## config.mk

```make
export PLATFORM = sky130hd
export DESIGN_NAME = mem_port_arbiter
export DESIGN_NICKNAME = d
export VERILOG_FILES = /design/src/rtl/mem_arb_pkg.sv /design/src/rtl/mem_arb_sat_cnt.sv /design/src/rtl/mem_port_arbiter.sv
export SDC_FILE = /design/constraint.sdc
export NUM_CORES = 1
export LEC_CHECK = 0
export CAP_MARGIN = 20
export CORE_MARGIN = 4
export CORE_UTILIZATION = 42
export CTS_CLUSTER_SIZE = 20
export DETAILED_ROUTE_END_ITERATION = 8
export PLACE_DENSITY = 0.83
export SETUP_SLACK_MARGIN = 0.2
export SYNTH_ARGS = -nofsm -noshare
export SYNTH_HDL_FRONTEND = slang
export SYNTH_SLANG_ARGS = --single-unit
```

## constraint.sdc

```tcl
create_clock -name clk -period 2.4 [get_ports clk]
set_input_delay 0.36 -clock clk [delete_from_list [all_inputs] [get_ports clk]]
set_output_delay 0.36 -clock clk [all_outputs]
set_load 0.005 [all_outputs]
```

## src/rtl/mem_arb_pkg.sv

```systemverilog
// mem_arb_pkg: shared types and constants for the memory port arbiter.
package mem_arb_pkg;

  typedef enum logic [1:0] {
    IDLE  = 2'd0,
    ISSUE = 2'd1,
    WAIT  = 2'd2,
    RESP  = 2'd3
  } arb_state_t;

  // Requester identifiers, also used as the value of the winner/last_loser flags.
  localparam logic REQ_IF = 1'b0;
  localparam logic REQ_DM = 1'b1;

  // Out of reset, dm is recorded as the last loser so dm wins the first contention.
  localparam logic LAST_LOSER_RST = REQ_DM;

endpackage

```

## src/rtl/mem_arb_sat_cnt.sv

```systemverilog
// mem_arb_sat_cnt: 32-bit counter that increments while en is high and sticks at all-ones.
// Only built when MEMARB_PERF_CNT_EN is defined; nothing else uses it.
`ifdef MEMARB_PERF_CNT_EN
module mem_arb_sat_cnt (
  input  logic        clk,
  input  logic        rst,
  input  logic        en,
  output logic [31:0] cnt
);

  // Count enabled cycles, holding at the maximum value instead of wrapping.
  always_ff @(posedge clk or negedge rst) begin
    if (!rst) begin
      cnt <= '0;
    end else if (en && (cnt != 32'hFFFF_FFFF)) begin
      cnt <= cnt + 32'd1;
    end
  end

endmodule
`endif

```

## src/rtl/mem_port_arbiter.sv

```systemverilog
// mem_port_arbiter: shares one fixed-latency single-ported memory between the
// instruction-fetch (if) and data (dm) ports. Each access runs ISSUE -> WAIT -> RESP;
// RESP overlaps the next arbitration so back-to-back reads cost MEM_LAT+2 cycles.
// Optional feature macro MEMARB_PERF_CNT_EN adds perf_if_wait/perf_dm_wait counters.
//
// state | meaning
// IDLE  | arbitrate among pending requests
// ISSUE | drive registered command for one cycle, pulse winner's gnt
// WAIT  | count down until mem_rdata is due, capture it on cnt==0
// RESP  | pulse winner's rvalid and arbitrate again
module mem_port_arbiter
  import mem_arb_pkg::*;
#(
  parameter int ADDR_W  = 32,
  parameter int DATA_W  = 32,
  parameter int MEM_LAT = 2
) (
  input  logic                clk,
  input  logic                rst,
  input  logic                if_req,
  input  logic [ADDR_W-1:0]   if_addr,
  output logic                if_gnt,
  output logic                if_rvalid,
  output logic [DATA_W-1:0]   if_rdata,
  input  logic                dm_req,
  input  logic [DATA_W/8-1:0] dm_we,
  input  logic [ADDR_W-1:0]   dm_addr,
  input  logic [DATA_W-1:0]   dm_wdata,
  output logic                dm_gnt,
  output logic                dm_rvalid,
  output logic [DATA_W-1:0]   dm_rdata,
  output logic                mem_en,
  output logic [DATA_W/8-1:0] mem_we,
  output logic [ADDR_W-1:0]   mem_addr,
  output logic [DATA_W-1:0]   mem_wdata,
  input  logic [DATA_W-1:0]   mem_rdata,
  output logic                busy
`ifdef MEMARB_PERF_CNT_EN
  ,
  output logic [31:0]         perf_if_wait,
  output logic [31:0]         perf_dm_wait
`endif
);

  localparam int BE_W  = DATA_W / 8;
  localparam int CNT_W = (MEM_LAT > 1) ? $clog2(MEM_LAT) : 1;

  arb_state_t        state, state_nxt;
  logic [CNT_W-1:0]  cnt, cnt_nxt;
  logic              last_loser, last_loser_nxt;
  logic              sel, sel_nxt;
  logic [ADDR_W-1:0] addr_q, addr_nxt;
  logic [BE_W-1:0]   we_q, we_nxt;
  logic [DATA_W-1:0] wdata_q, wdata_nxt;
  logic [DATA_W-1:0] if_rdata_q, dm_rdata_q;
  logic              capture;
  logic              contended;
  logic              winner;

  // Fetch only wins a contended arbitration if it lost the previous one.
  assign contended = if_req && dm_req;
  assign winner    = contended ? ((last_loser == REQ_IF) ? REQ_IF : REQ_DM)
                               : (dm_req ? REQ_DM : REQ_IF);

  // State, command and arbitration-history registers.
  always_ff @(posedge clk or negedge rst) begin
    if (!rst) begin
      state      <= IDLE;
      cnt        <= '0;
      last_loser <= LAST_LOSER_RST;
      sel        <= REQ_IF;
      addr_q     <= '0;
      we_q       <= '0;
      wdata_q    <= '0;
    end else begin
      state      <= state_nxt;
      cnt        <= cnt_nxt;
      last_loser <= last_loser_nxt;
      sel        <= sel_nxt;
      addr_q     <= addr_nxt;
      we_q       <= we_nxt;
      wdata_q    <= wdata_nxt;
    end
  end

  // Per-requester read data, held between responses.
  always_ff @(posedge clk or negedge rst) begin
    if (!rst) begin
      if_rdata_q <= '0;
      dm_rdata_q <= '0;
    end else if (capture) begin
      if (sel == REQ_DM) dm_rdata_q <= mem_rdata;
      else               if_rdata_q <= mem_rdata;
    end
  end

  // Next-state, arbitration and output decode.
  always_comb begin
    state_nxt      = state;
    cnt_nxt        = cnt;
    last_loser_nxt = last_loser;
    sel_nxt        = sel;
    addr_nxt       = addr_q;
    we_nxt         = we_q;
    wdata_nxt      = wdata_q;
    capture        = 1'b0;
    if_gnt         = 1'b0;
    dm_gnt         = 1'b0;
    if_rvalid      = 1'b0;
    dm_rvalid      = 1'b0;
    mem_en         = 1'b0;
    mem_we         = '0;
    mem_addr       = '0;
    mem_wdata      = '0;

    case (state)
      IDLE, RESP: begin
        if (state == RESP) begin
          if (sel == REQ_DM) dm_rvalid = 1'b1;
          else               if_rvalid = 1'b1;
        end
        if (if_req || dm_req) begin
          sel_nxt   = winner;
          addr_nxt  = (winner == REQ_DM) ? dm_addr : if_addr;
          we_nxt    = (winner == REQ_DM) ? dm_we : '0;
          wdata_nxt = (winner == REQ_DM) ? dm_wdata : '0;
          if (contended) last_loser_nxt = ~winner;
          state_nxt = ISSUE;
        end else begin
          state_nxt = IDLE;
        end
      end
      ISSUE: begin
        mem_en    = 1'b1;
        mem_we    = we_q;
        mem_addr  = addr_q;
        mem_wdata = wdata_q;
        if (sel == REQ_DM) dm_gnt = 1'b1;
        else               if_gnt = 1'b1;
        if (|we_q) begin
          state_nxt = IDLE;
        end else begin
          cnt_nxt   = CNT_W'(MEM_LAT - 1);
          state_nxt = WAIT;
        end
      end
      WAIT: begin
        if (cnt == '0) begin
          capture   = 1'b1;
          state_nxt = RESP;
        end else begin
          cnt_nxt = cnt - CNT_W'(1);
        end
      end
      default: state_nxt = IDLE;
    endcase
  end

  assign if_rdata = if_rdata_q;
  assign dm_rdata = dm_rdata_q;
  assign busy     = (state != IDLE);

`ifdef MEMARB_PERF_CNT_EN
  mem_arb_sat_cnt u_if_cnt (
    .clk (clk),
    .rst (rst),
    .en  (if_req && !if_gnt),
    .cnt (perf_if_wait)
  );

  mem_arb_sat_cnt u_dm_cnt (
    .clk (clk),
    .rst (rst),
    .en  (dm_req && !dm_gnt),
    .cnt (perf_dm_wait)
  );
`endif

endmodule

```

==> results.py, run 1 <==
metrics = {
    "placed_design": {
        "place.gp.congestion": 0.8738,
        "io_buffers": 273,
        "placed_area_um2": 8921,
        "placed_cells": 934,
        "dp_hpwl_mm": 13.58,
        "dp_slack_ps": 273.5,
    },
    "die": {
        "chipWidth_um": 127.5,
        "row_count": 43,
        "initial_core_util_pct": 43.06,
        "die_h_um": 127.5,
        "coreArea_um2": 13930,
        "dieArea_um2": 16260,
        "ioPinCount": 274,
    },
    "flow_run": {
        "maxCapViolations": 0,
    },
    "critical_path": {
        "critPathArrivalTime_ps": 1940,
        "endpoint_kind": "output port",
        "worst-r2r-setup-slack_ps": 430,
        "critPathKind": "reg -> out",
        "worstPathRequired_ps": 2040,
        "path_max_fanout": 12,
        "start_kind": "flip-flop",
    },
    "clock_tree": {
        "worstSkewPairLatency_ps": 400,
        "tritoncts": "yes",
        "clock-sinks": 137,
        "cts_inserted_buffers": 17,
        "cts_buffer_depth": 2,
        "clock-root-buffer": "clkbuf_16",
        "clkTransAtPathRegs_ps": 60,
        "cts_max_level": 4,
    },
    "synth": {
        "synth_flop_cell": "dfrtp_1",
        "synth.distinct_cells": 36,
        "synth.most_common_cell": "dfrtp_1",
        "yosysTopAreaCell": "dfrtp_1",
        "synth_seq_cells": 137,
        "ys_top_cells_by_count": "dfrtp_1, and2_1, mux2_2",
        "synth_nets": 646,
        "syn_area_per_cell_um2": 11.86,
        "netlist.area_leader.share_pct": 56.71,
        "yosysWarningCount": 0,
        "synth_area_um2": 6001,
        "synth_edf_count": 0,
        "netlist_instances": 506,
        "synth_seq_area_share_pct": 57.15,
        "synth.area.top_cells": "dfrtp_1, mux2_2, and2_1, a22o_1, a31oi_1",
        "synth-async-reset-ratio_pct": 100.0,
    },
    "timing": {
        "rsz0062_at_grt": "yes",
        "worst_pin_slew_ps": 653.8,
        "tns_ps": 0,
        "period_share_pct": 95.64,
        "period_minus_slack_ps": 2295,
        "setup_violations": 0,
        "slew_headroom_pct": 56.30,
        "holdWs_ps": 447.0,
        "max_freq_ghz": 0.4356,
        "drv_slew": 0,
        "setup_ws_ps": 104.5,
        "hold_viol": 0,
        "skew_ps": 7.784,
    },
    "detailed_routing": {
        "drt_iter0_drc": 252,
        "vias_per_cell": 5.367,
        "drt_pass1_iterations": 5,
        "drt_wl_total_mm": 19.17,
        "ant_nets": 0,
        "post_drt_wl_per_cell_um": 19.60,
        "drc": 0,
        "num_vias": 5249,
    },
    "finish": {
        "fin_area_um2": 9831,
        "diodes": 0,
        "fin_cells": 978,
        "nets": 925,
        "drive_gt1_share_pct": 17.04,
        "synthToLayoutAreaGrowth_pct": 63.82,
        "fillerInstances": 967,
        "multi_input_area_um2": 2386,
        "seq_area_um2": 3431,
    },
    "power": {
        "vdd_drop_max_mv": 1.183,
        "p_int_uw": 8420,
        "cellLeakagePower_uw": 0.004581,
        "p_comb_share_pct": 47.5,
        "sequentialPowerShare_pct": 30.9,
        "switchingPower_uw": 4040,
        "power.share.clock_pct": 21.6,
        "power_switching_share_pct": 32.43,
        "power_density_nw_per_um2": 1267,
    },
    "global_routing": {
        "grt_max_degree": 51,
        "gr-total-overflow": 0,
        "grt_pass1_vias": 5622,
        "grt_pass1_wl_mm": 29.73,
        "antenna_found_initial": 0,
        "grt_usage_pct": 23.12,
    },
    "run_status": {
        "status": "completed",
    },
    "min_path": {
        "holdCritPathClass": "in -> async",
    },
}
stage by stage:
step | power (µW) | utilization (%)
after CTS | 12420 | 69.58
after global routing | 13230 | 70.55
after global placement | 9080 | 64.02
after detailed placement | 9269 | 64.02
final | 12460 | 70.55
after floorplan | 6256 | -
final cells by class:
class	instances	area share, %
well taps	180	2.291
clock buffers	18	4.366
repair buffers	301	32.07
multi-input cells	323	24.27
inverters	5	0.1909
flip-flops and latches	137	34.90
clock inverters	14	1.909
final timing paths:
kind	startpoint	endpoint	cells after the start
max in group asynchronous	rst	wdata_q[6]$_DFFE_PN0P_	3
setup / recovery	state[1]$_DFFE_PN0P_	mem_wdata[5]	5
hold / removal	rst	dm_rdata[20]$_DFFE_PN0P_	2
setup reg to reg	state[0]$_DFFE_PN0P_	if_rdata[24]$_DFFE_PN0P_	6
min in group clk	last_loser$_DFFE_PN1P_	last_loser$_DFFE_PN1P_	1
hold reg to reg	last_loser$_DFFE_PN1P_	last_loser$_DFFE_PN1P_	1
flip-flops by register name, summed over array words and instances, names as in the netlist:
register    cells
addr_q         32
we_q            4
if_rdata       32
dm_rdata       32
sel             1
wdata_q        32
last_loser      1
cnt             1
state           2
routing by layer:
layer  part of all wire, %  track usage, %  up-vias
met1                    40           28.66     2570
met2                    49           38.68      292
met4                   2.0           7.508        0
li1                      -               -     2351
met5                     0               0        -
met3                   9.5           7.107       36
critical path, cell delays in order (launching register included):
cell	delay [ps]
dfrtp_1	390
inv_2	80
ha_4	230
clkbuf_16	190
and2_1	120
clkdlybuf4s50_1	520
power groups by stage:
| stage | clock (µW) | sequential (µW) | combinational [µW] |
|---|---|---|---|
| 2_1_floorplan | 0 | 3740 | 2520 |
| 3_3_place_gp | 0 | 3800 | 5280 |
| 3_5_place_dp | 0 | 3870 | 5400 |
| 4_1_cts | 2750 | 3850 | 5820 |
| 5_1_grt | 2870 | 3960 | 6400 |
| 6_report | 2690 | 3850 | 5910 |
what timing repair did:
item / 4_1_cts / 5_1_grt
hold endpoints to repair: 43 / 0
setup endpoints to repair: 73 / 58
setup buffers: 5 / 2
resized for setup: 29 / 27
cloned: 2 / 2
hold buffers: 1 / 0
logic make-up (layout without fill, tap and decap cells):
| logic type | after synthesis | count (layout) | synth area share (%) |
|---|---|---|---|
| AO/OA/AOI/OAI | 139 | 139 | 14.87 |
| XOR/XNOR | 1 | 1 | 0.1460 |
| multiplexers | 66 | 66 | 12.36 |
| flip-flops | 137 | 137 | 57.15 |
| buffers and inverters | 46 | 338 | 3.753 |
| adder cells (fa/ha/maj) | 4 | 4 | 0.8341 |
| AND/OR/NAND/NOR | 113 | 113 | 10.88 |
layout by cell type, fill, tap and decap left out, types with 7 or more instances in the layout:
cell and count:
clkdlybuf4s50_1 232, dfrtp_1 135, and2_1 68, mux2_2 63, a22o_1 36, a31oi_1 32, nor2_1 32, a21oi_1 32
o21ai_0 29, dlymetal6s2s_1 25, clkbuf_16 19, buf_4 16, dlygate4sd2_1 15, buf_12 7
(Power assumes the default switching activity.)
==> inputs of run 2 (changes only) <==
Settings changed: CAP_MARGIN 20 to 0.
==> results of run 2 <==
No change in the layout: final DEF, timing and power equal those of run 1.
==> inputs of run 3 (changes only) <==
Settings changed: CORE_ASPECT_RATIO set to 1.2.
==> results.py, run 3 (synthesis results as in run 1) <==
metrics = {
    "finish": {
        "fin_area_um2": 9809,
        "diodes": 0,
        "final_common_cell": "clkdlybuf4s50_1",
        "drive_gt1_share_pct": 16.90,
        "synthToLayoutAreaGrowth_pct": 63.47,
        "fillerInstances": 981,
        "layout_common_cells": "clkdlybuf4s50_1, dfrtp_1, and2_1",
        "nets": 926,
    },
    "die": {
        "chipWidth_um": 117.1,
        "coreArea_um2": 13880,
        "initial_core_util_pct": 43.24,
        "row_count": 47,
        "die_h_um": 138.9,
        "dieArea_um2": 16270,
        "ioPinCount": 274,
    },
    "timing": {
        "hold_viol": 0,
        "rsz0062_at_grt": "yes",
        "holdWs_ps": 372.5,
        "slew_headroom_pct": 62.78,
        "setup_violations": 0,
        "drv_slew": 0,
        "skew_ps": 11.87,
        "max_freq_ghz": 0.4371,
        "tns_ps": 0,
        "period_minus_slack_ps": 2288,
        "setup_ws_ps": 112.0,
        "period_share_pct": 95.33,
        "worst_pin_slew_ps": 553.2,
    },
    "placed_design": {
        "dp_slack_ps": 270.6,
        "place.gp.congestion": 0.8620,
        "io_buffers": 273,
        "placed_area_um2": 8890,
        "dp_hpwl_mm": 13.44,
    },
    "critical_path": {
        "cpLargestDelayFamily": "buffers and inverters",
        "endpoint_kind": "output port",
        "critPathKind": "reg -> out",
        "cp_slowest_cell": "clkdlybuf4s50_1",
        "critPathBufInv": 3,
        "critPathArrivalTime_ps": 1930,
        "crit_chain": "inv_2 > ha_4 > buf_12 > nor2b_2 > clkdlybuf4s50_1",
        "path_max_fanout": 17,
        "slowest_delay_ps": 520,
        "worstPathRequired_ps": 2040,
        "start_kind": "flip-flop",
    },
    "detailed_routing": {
        "drt_wl_total_mm": 19.09,
        "post_drt_wl_per_cell_um": 19.68,
        "num_vias": 5227,
        "drc": 0,
        "ant_nets": 0,
        "drt_pass1_iterations": 5,
        "drt_iter0_drc": 302,
        "vias_per_cell": 5.389,
    },
    "global_routing": {
        "grt_pass1_vias": 5622,
        "grt_max_degree": 80,
        "grt_usage_pct": 23.31,
        "antenna_found_initial": 0,
        "gr-total-overflow": 0,
        "grt_pass1_wl_mm": 29.44,
    },
    "clock_tree": {
        "worstSkewPairLatency_ps": 420,
        "clock-sinks": 137,
        "clkTransAtPathRegs_ps": 60,
        "cts_buffer_depth": 2,
        "cts_inserted_buffers": 17,
        "tritoncts": "yes",
        "cts_max_level": 4,
        "clock-root-buffer": "clkbuf_16",
    },
    "power": {
        "power_density_nw_per_um2": 1268,
        "vdd_drop_max_mv": 0.8507,
        "cellLeakagePower_uw": 0.004642,
    },
    "flow_run": {
        "maxCapViolations": 0,
    },
    "min_path": {
        "holdCritPathClass": "in -> async",
    },
    "run_status": {
        "status": "completed",
    },
}
[run 3: where the power goes]
group	leakage [µW]	switching [µW]	internal, µW
Combinational	0.00267	2420	3480
Clock	0.000294	1020	1670
Sequential	0.00168	556	3280
Total	0.00464	4000	8440
[run 3: final timing paths]
path                                              from                        to  slack, ps  cells after the start
worst min register to register  last_loser$_DFFE_PN1P_    last_loser$_DFFE_PN1P_        490                      1
max in group asynchronous                          rst   if_rdata[2]$_DFFE_PN0P_       1290                      3
worst max-delay path              state[1]$_DFFE_PN0P_                    if_gnt        110                      5
worst min-delay path                               rst    addr_q[14]$_DFFE_PN0P_        370                      2
worst max register to register    state[0]$_DFFE_PN0P_  if_rdata[19]$_DFFE_PN0P_        400                      5
min in group clk                last_loser$_DFFE_PN1P_    last_loser$_DFFE_PN1P_        490                      1
[run 3: metrics by stage]
stage | power [µW] | util (%) | std cells
after floorplan | 6256 | - | 506
after global placement | 9048 | 64.06 | 924
after detailed placement | 9245 | 64.06 | 924
after CTS | 12510 | 69.87 | 966
after global routing | 13200 | 70.68 | 970
final | 12430 | 70.68 | 970
[run 3: repair_timing]
item	4_1_cts	5_1_grt
gates resized for setup	32	31
setup buffers	5	4
cloned	4	0
hold endpoints to repair	28	0
hold buffers	1	0
setup endpoints to repair	73	72
[run 3: cell type report]
type | count | area (µm²) | share of cell area [%]
Clock buffer | 19 | 442.9 | 4.515
Clock inverter | 13 | 167.7 | 1.709
Inverter | 5 | 18.77 | 0.1913
Multi-Input combinational cell | 323 | 2382 | 24.29
Sequential cell | 137 | 3430 | 34.96
Tap cell | 171 | 214.0 | 2.181
Timing Repair Buffer | 302 | 3154 | 32.16
[run 3: routing by layer]
metal | global-route usage (%) | routed length [µm] | vias to the layer above
met5 | 0 | 0 | -
met4 | 10.57 | 605 | 0
met3 | 6.024 | 1512 | 43
met2 | 40.43 | 9917 | 291
met1 | 26.41 | 7055 | 2538
li1 | - | - | 2355
